===== src/rtl/conv_window_ctrl_pkg.sv =====
// Shared types and helpers for the convolution line-buffer window sequencer.
package conv_window_ctrl_pkg;

  // Row/column counter width; image dimensions must stay below 2**CNT_W.
  localparam int CNT_W = 8;

  typedef enum logic [1:0] {
    ST_IDLE = 2'd0,
    ST_RUN  = 2'd1,
    ST_DONE = 2'd2
  } state_t;

  function automatic logic pos_before(
    input logic [CNT_W-1:0] a_row,
    input logic [CNT_W-1:0] a_col,
    input logic [CNT_W-1:0] b_row,
    input logic [CNT_W-1:0] b_col
  );
    return (a_row < b_row) || ((a_row == b_row) && (a_col < b_col));
  endfunction

endpackage


===== src/rtl/conv_window_ctrl_addr_gen.sv =====
// Combinational K*K read-address generator: slot row of the window top plus
// window column -> packed per-port bram addresses, port index ky*K+kx.
module conv_win_addr_gen
  import conv_window_ctrl_pkg::*;
#(
  parameter int ADDR_WIDTH  = 6,
  parameter int IMG_WIDTH   = 7,
  parameter int KERNEL_SIZE = 3,
  parameter int RAM_PORTS   = KERNEL_SIZE * KERNEL_SIZE
) (
  input  logic [CNT_W-1:0]                slot_row,
  input  logic [CNT_W-1:0]                col,
  output logic [ADDR_WIDTH*RAM_PORTS-1:0] r_addrs
);

  int row_s;
  int addr_s;

  // Slot rows wrap modulo K with a single conditional subtract since slot_row < K.
  always_comb begin
    r_addrs = '0;
    row_s   = 0;
    addr_s  = 0;
    for (int ky = 0; ky < KERNEL_SIZE; ky++) begin
      for (int kx = 0; kx < KERNEL_SIZE; kx++) begin
        row_s  = int'(slot_row) + ky;
        row_s  = (row_s >= KERNEL_SIZE) ? (row_s - KERNEL_SIZE) : row_s;
        addr_s = row_s * IMG_WIDTH + int'(col) + kx;
        r_addrs[(ky*KERNEL_SIZE+kx)*ADDR_WIDTH +: ADDR_WIDTH] = ADDR_WIDTH'(addr_s);
      end
    end
  end

endmodule


===== src/rtl/conv_window_ctrl.sv =====
// Line-buffer window sequencer: streams pixels into a K-row circular bram and
// issues every K*K window read in one cycle, with valid/ready on both sides.
module conv_window_ctrl
  import conv_window_ctrl_pkg::*;
#(
  parameter int ADDR_WIDTH  = 6,
  parameter int RAM_WIDTH   = 8,
  parameter int IMG_WIDTH   = 7,
  parameter int IMG_HEIGHT  = 7,
  parameter int KERNEL_SIZE = 3,
  parameter int RAM_DEPTH   = KERNEL_SIZE * IMG_WIDTH,
  parameter int RAM_PORTS   = KERNEL_SIZE * KERNEL_SIZE
) (
  input  logic                            i_clk,
  input  logic                            i_rstn,
  input  logic                            i_start,
  input  logic                            i_pix_valid,
  input  logic [RAM_WIDTH-1:0]            i_pix_data,
  output logic                            o_pix_ready,
  output logic                            o_wr_en,
  output logic [ADDR_WIDTH-1:0]           o_w_addr,
  output logic [RAM_WIDTH-1:0]            o_wr_data,
  output logic [ADDR_WIDTH*RAM_PORTS-1:0] o_r_addrs,
  output logic                            o_win_valid,
  input  logic                            i_win_ready,
  output logic                            o_busy,
  output logic                            o_frame_done
);

  localparam logic [CNT_W-1:0]      K_C       = CNT_W'(KERNEL_SIZE);
  localparam logic [CNT_W-1:0]      K_LAST    = CNT_W'(KERNEL_SIZE - 1);
  localparam logic [CNT_W-1:0]      H_C       = CNT_W'(IMG_HEIGHT);
  localparam logic [CNT_W-1:0]      W_LAST    = CNT_W'(IMG_WIDTH - 1);
  localparam logic [CNT_W-1:0]      WIN_ROWS  = CNT_W'(IMG_HEIGHT - KERNEL_SIZE + 1);
  localparam logic [CNT_W-1:0]      WR_LAST   = CNT_W'(IMG_HEIGHT - KERNEL_SIZE);
  localparam logic [CNT_W-1:0]      WC_LAST   = CNT_W'(IMG_WIDTH - KERNEL_SIZE);
  localparam logic [CNT_W-1:0]      CNT_ONE   = CNT_W'(1);
  localparam logic [ADDR_WIDTH-1:0] WPTR_LAST = ADDR_WIDTH'(RAM_DEPTH - 1);
  localparam logic [ADDR_WIDTH-1:0] WPTR_ONE  = ADDR_WIDTH'(1);

  state_t                          state_r, state_next_s;
  logic [CNT_W-1:0]                prow_r, pcol_r;
  logic [CNT_W-1:0]                wrow_r, wcol_r, srow_r;
  logic [CNT_W-1:0]                hrow_r, hcol_r;
  logic [ADDR_WIDTH-1:0]           wptr_r;
  logic                            win_valid_r, frame_done_r;
  logic [ADDR_WIDTH*RAM_PORTS-1:0] hold_r, gen_addrs_s;
  logic [CNT_W-1:0]                guard_row_s, guard_col_s;
  logic                            guard_ok_s, pix_ready_s, pix_acc_s;
  logic                            issuable_s, advance_s, win_hs_s, last_hs_s, frame_start_s;

  conv_win_addr_gen #(
    .ADDR_WIDTH (ADDR_WIDTH),
    .IMG_WIDTH  (IMG_WIDTH),
    .KERNEL_SIZE(KERNEL_SIZE),
    .RAM_PORTS  (RAM_PORTS)
  ) u_addr_gen (
    .slot_row(srow_r),
    .col     (wcol_r),
    .r_addrs (gen_addrs_s)
  );

  // Overwrite guard: the slot about to be written must no longer be needed by any
  // window still waiting for its handshake (hrow/hcol = next window to handshake).
  always_comb begin
    guard_row_s = '0;
    guard_col_s = '0;
    if (prow_r >= K_C) begin
      guard_row_s = prow_r - K_C;
      guard_col_s = (pcol_r > WC_LAST) ? WC_LAST : pcol_r;
      guard_ok_s  = pos_before(guard_row_s, guard_col_s, hrow_r, hcol_r);
    end else begin
      guard_ok_s  = 1'b1;
    end
  end

  assign frame_start_s = (state_r == ST_IDLE) && i_start;
  assign pix_ready_s   = (state_r == ST_RUN) && (prow_r != H_C) && guard_ok_s;
  assign pix_acc_s     = i_pix_valid && pix_ready_s;
  assign issuable_s    = (state_r == ST_RUN) && (wrow_r != WIN_ROWS) &&
                         pos_before(wrow_r + K_LAST, wcol_r + K_LAST, prow_r, pcol_r);
  assign win_hs_s      = win_valid_r && i_win_ready;
  assign advance_s     = issuable_s && (!win_valid_r || i_win_ready);
  assign last_hs_s     = win_hs_s && (hrow_r == WR_LAST) && (hcol_r == WC_LAST);

  // FSM state register and registered frame-done pulse.
  always_ff @(posedge i_clk or negedge i_rstn) begin
    if (!i_rstn) begin
      state_r      <= ST_IDLE;
      frame_done_r <= 1'b0;
    end else begin
      state_r      <= state_next_s;
      frame_done_r <= (state_next_s == ST_DONE);
    end
  end

  // FSM next-state logic.
  always_comb begin
    state_next_s = state_r;
    case (state_r)
      ST_IDLE: state_next_s = i_start ? ST_RUN : ST_IDLE;
      ST_RUN:  state_next_s = last_hs_s ? ST_DONE : ST_RUN;
      ST_DONE: state_next_s = ST_IDLE;
      default: state_next_s = ST_IDLE;
    endcase
  end

  // FSM outputs; while a window is stalled the hold copy keeps the bram re-reading it.
  always_comb begin
    o_busy      = (state_r != ST_IDLE);
    o_pix_ready = pix_ready_s;
    o_wr_en     = pix_acc_s;
    o_w_addr    = wptr_r;
    o_wr_data   = i_pix_data;
    if (win_valid_r && !i_win_ready) begin
      o_r_addrs = hold_r;
    end else begin
      o_r_addrs = gen_addrs_s;
    end
  end

  assign o_win_valid  = win_valid_r;
  assign o_frame_done = frame_done_r;

  // Pixel raster counters and circular write pointer.
  always_ff @(posedge i_clk or negedge i_rstn) begin
    if (!i_rstn) begin
      prow_r <= '0;
      pcol_r <= '0;
      wptr_r <= '0;
    end else if (frame_start_s) begin
      prow_r <= '0;
      pcol_r <= '0;
      wptr_r <= '0;
    end else if (pix_acc_s) begin
      wptr_r <= (wptr_r == WPTR_LAST) ? '0 : (wptr_r + WPTR_ONE);
      if (pcol_r == W_LAST) begin
        pcol_r <= '0;
        prow_r <= prow_r + CNT_ONE;
      end else begin
        pcol_r <= pcol_r + CNT_ONE;
      end
    end
  end

  // Window issue/handshake counters, slot row, valid flag and address hold copy.
  always_ff @(posedge i_clk or negedge i_rstn) begin
    if (!i_rstn) begin
      wrow_r      <= '0;
      wcol_r      <= '0;
      srow_r      <= '0;
      hrow_r      <= '0;
      hcol_r      <= '0;
      win_valid_r <= 1'b0;
      hold_r      <= '0;
    end else if (frame_start_s) begin
      wrow_r      <= '0;
      wcol_r      <= '0;
      srow_r      <= '0;
      hrow_r      <= '0;
      hcol_r      <= '0;
      win_valid_r <= 1'b0;
    end else begin
      if (advance_s) begin
        win_valid_r <= 1'b1;
        hold_r      <= gen_addrs_s;
        if (wcol_r == WC_LAST) begin
          wcol_r <= '0;
          wrow_r <= wrow_r + CNT_ONE;
          srow_r <= (srow_r == K_LAST) ? '0 : (srow_r + CNT_ONE);
        end else begin
          wcol_r <= wcol_r + CNT_ONE;
        end
      end else if (win_hs_s) begin
        win_valid_r <= 1'b0;
      end
      if (win_hs_s) begin
        if (hcol_r == WC_LAST) begin
          hcol_r <= '0;
          hrow_r <= hrow_r + CNT_ONE;
        end else begin
          hcol_r <= hcol_r + CNT_ONE;
        end
      end
    end
  end

endmodule


===== config.mk =====
export PLATFORM = sky130hd
export DESIGN_NAME = conv_window_ctrl
export DESIGN_NICKNAME = d
export VERILOG_FILES = /design/src/rtl/conv_window_ctrl_pkg.sv /design/src/rtl/conv_window_ctrl_addr_gen.sv /design/src/rtl/conv_window_ctrl.sv
export SDC_FILE = /design/constraint.sdc
export NUM_CORES = 1
export LEC_CHECK = 0
export ABC_AREA = 0
export CELL_PAD_IN_SITES_DETAIL_PLACEMENT = 1
export CELL_PAD_IN_SITES_GLOBAL_PLACEMENT = 1
export CORE_UTILIZATION = 45
export CTS_CLUSTER_SIZE = 8
export DETAILED_ROUTE_END_ITERATION = 8
export MAX_ROUTING_LAYER = met4
export PLACE_DENSITY_LB_ADDON = 0.1
export RECOVER_POWER = 50
export SLEW_MARGIN = 20
export SYNTH_ARGS = -nofsm -noshare
export SYNTH_HDL_FRONTEND = slang
export SYNTH_SLANG_ARGS = --single-unit
export TNS_END_PERCENT = 30

===== constraint.sdc =====
create_clock -name i_clk -period 8 [get_ports i_clk]
set_clock_uncertainty 0.1 [all_clocks]
set_input_delay 1.6 -clock i_clk [delete_from_list [all_inputs] [get_ports i_clk]]
set_output_delay 1.6 -clock i_clk [all_outputs]
set_load 0.1 [all_outputs]

==> flow_summary.ini <==
[yosys]
yosysMostFrequentCell = nand2_1
synth_cells = 1051
synth_top_area_cell = dfrtp_1
yosysWarnings = 0
synth_top_flop_cell = dfrtp_1
avgSynthCellArea_um2 = 8.75
syn_area_um2 = 9200
async_flop_share_pct = 100
synth_edf_count = 0
synthTopCellsByArea = dfrtp_1, ha_1, nand2_1
ys_types = 67
ys_top_cells_by_count = nand2_1, dfrtp_1, ha_1, inv_1, nor2_1
synth_top_area_share_pct = 31.8
synth_seq_area_share_pct = 31.8
synth_seq_cells = 117

[clocking]
cts_made_buffers = 17
numClockSinks = 117
cts_root_buf = clkbuf_16
cts_buffer_depth = 2
postCtsSetupRepairBufs = 0
cts_tree = done
clkTransAtPathRegs_ns = 0.06
h-tree-depth = 4
clock_latency_ns = 0.43

[grt]
antenna_found_initial = 0
overflow = 0
first_global_vias = 7665
grt_max_degree = 75
grt_pass1_wl_um = 39800
grt_use_total_pct = 24.1

[critical_path]
cp_slowest_cell = dfrtp_1
worstSetupStartpointType = flip-flop
crit_required_ns = 6.30
critPathMaxFanout = 10
critical_path.max_stage_delay_ns = 0.54
cp_cell_sequence = ha_1 -> and3_1 -> and3_1 -> o21bai_2 -> nor4_2 -> nor2_1 -> xnor2_1 -> ha_1 -> inv_1 -> fa_1 -> fa_1 -> inv_1 -> ha_1 -> a21o_1 -> a21oi_1 -> xnor2_1 -> xnor2_1 -> xnor2_2 -> xor2_1 -> mux2_2 -> buf_12
arrival_ns = 5.84
path_class = flip-flop to output port
crit_path_end_kind = output port

[routing]
wl_um = 23300
drt_first_pass_iters = 5
antenna_left = 0
routedWlPerCell_um = 17.0
drc = 0
num_vias = 7426
viasPerCell = 5.40
drt_iter0_drc = 336

[timing]
setup_viol = 0
post-route-min-period_ns = 7.54
rsz0062_at_grt = no
fin_ws_ns = 0.457
slew_headroom_pct = -68.7
slew_violations = 156
min_period_over_period_pct = 94.3
tightestPinTransition_ns = 2.53
hold_viol = 0
max_freq_mhz = 133

[floorplan]
core_area_um2 = 19700
die_x_um = 145
start_util_pct = 46.6
dieArea_um2 = 21000
std_cell_rows = 51
die_h_um = 145
io-pin-count = 86

[layout]
fill_cells = 2265
diodes = 0
regArea_um2 = 2930
multiInputGateArea_um2 = 5680
drive_gt1_share_pct = 11.7
area_growth_pct = 15.2
fin_nets = 1216

[placed_design]
io_buffers = 69
hpwl_um = 17100
place_congestion = 0.793
pre_cts_slack_ns = 0.708

[run_status]
failed_checks = capacitance limit, slew limit
status = finished, violations left

[hold_path]
min_path_type = flip-flop to flip-flop

[job]
cap_violations = 3
-- final timing paths --
check	from	end	slack, ns	cells past startpoint
min in group asynchronous	i_rstn	hcol_r[5]	1.85	1
max in group asynchronous	i_rstn	hold_r[50]	2.99	2
hold reg to reg	hold_r[26]	hold_r[26]	0.38	2
hold / removal	hold_r[26]	hold_r[26]	0.38	2
setup reg to reg	srow_r[1]	hold_r[29]	2.57	20
setup / recovery	srow_r[1]	o_r_addrs[29]	0.46	21
-- through the flow --
step	utilization [%]	instances	instance area (µm²)	setup TNS, ns	hold slack (ns)
2_1_floorplan	-	1055	9210	-0.00328	0.350
3_3_place_gp	50.6	1344	9980	0	0.363
3_5_place_dp	50.6	1344	9980	0	0.371
4_1_cts	53.7	1376	10600	0	0.384
5_1_grt	53.7	1376	10600	0	0.403
6_report	53.7	1376	10600	0	0.380
-- worst max-delay path, delay by kind of cell, from the launching register on --
kind            cells  cell delay (ns)
xor+xnor            5             0.84
compound gates      3             0.43
fa+ha+maj           5             1.97
flops               1             0.54
simple gates        4             1.09
buf+inv             3             0.26
mux                 1             0.30
-- layer usage --
layer | global-route usage [%] | wire [µm] | share of wire (%) | up-vias
met5 | - | 0 | 0 | -
met4 | 5.64 | 213 | 0.91 | 0
met3 | 3.14 | 688 | 2.9 | 19
met2 | 36.4 | 10400 | 44 | 97
met1 | 34.3 | 12100 | 52 | 3658
li1 | - | - | - | 3652
-- logic make-up after synthesis --
group,after synthesis,share of synthesized area (%)
AOI/OAI and AO/OA,185,12.6
xor gates and xnor gates,100,10.1
adders and majority gates,106,15.9
buffers and inverters,141,6.72
DFF,117,31.8
muxes,39,4.69
other,1,0.0408
and+or+nand+nor,362,18.2
-- layout make-up --
type                       instances  share of cell area [%]
multi-input combinational        797                    53.7
sequential                       117                    27.6
timing repair buffer              80                    6.76
clock buffer                      19                    4.09
tap                              265                    3.13
inverter                          85                    3.01
clock inverter                    13                    1.71
-- timing repair --
action | CTS | global route
hold buffers | 0 | 0
gates resized for setup | 0 | 1
setup endpoints to repair | 0 | 2
-- cell usage in the layout (no fill, tap or decap), types with 8 or more instances in the layout --
cell / count
nand4_1: 18
dfrtp_1: 117
o21a_1: 8
a21o_1: 8
nor2_1: 75
xnor2_1: 64
fa_1: 18
o31ai_1: 15
nand3_1: 37
o21ai_0: 71
nand2_1: 151
clkdlybuf4s50_1: 27
ha_1: 87
a21oi_1: 40
and3_1: 16
inv_1: 84
clkbuf_16: 17
nor3_1: 16
xor2_1: 31
nor2b_1: 10
dlygate4sd3_1: 8
buf_4: 39
mux2_2: 32
-- flip-flops by register name, summed over array words and instances (netlist names) --
signal,flops
srow_r,8
o_frame_done,1
hrow_r,8
o_w_addr,6
wcol_r,8
hcol_r,8
hold_r,51
wrow_r,8
state_r,2
prow_r,8
pcol_r,8
o_win_valid,1
Power is left out: the tool's default activity adds up to more than one toggle a clock period on the data nets, which glitch-free logic cannot reach.
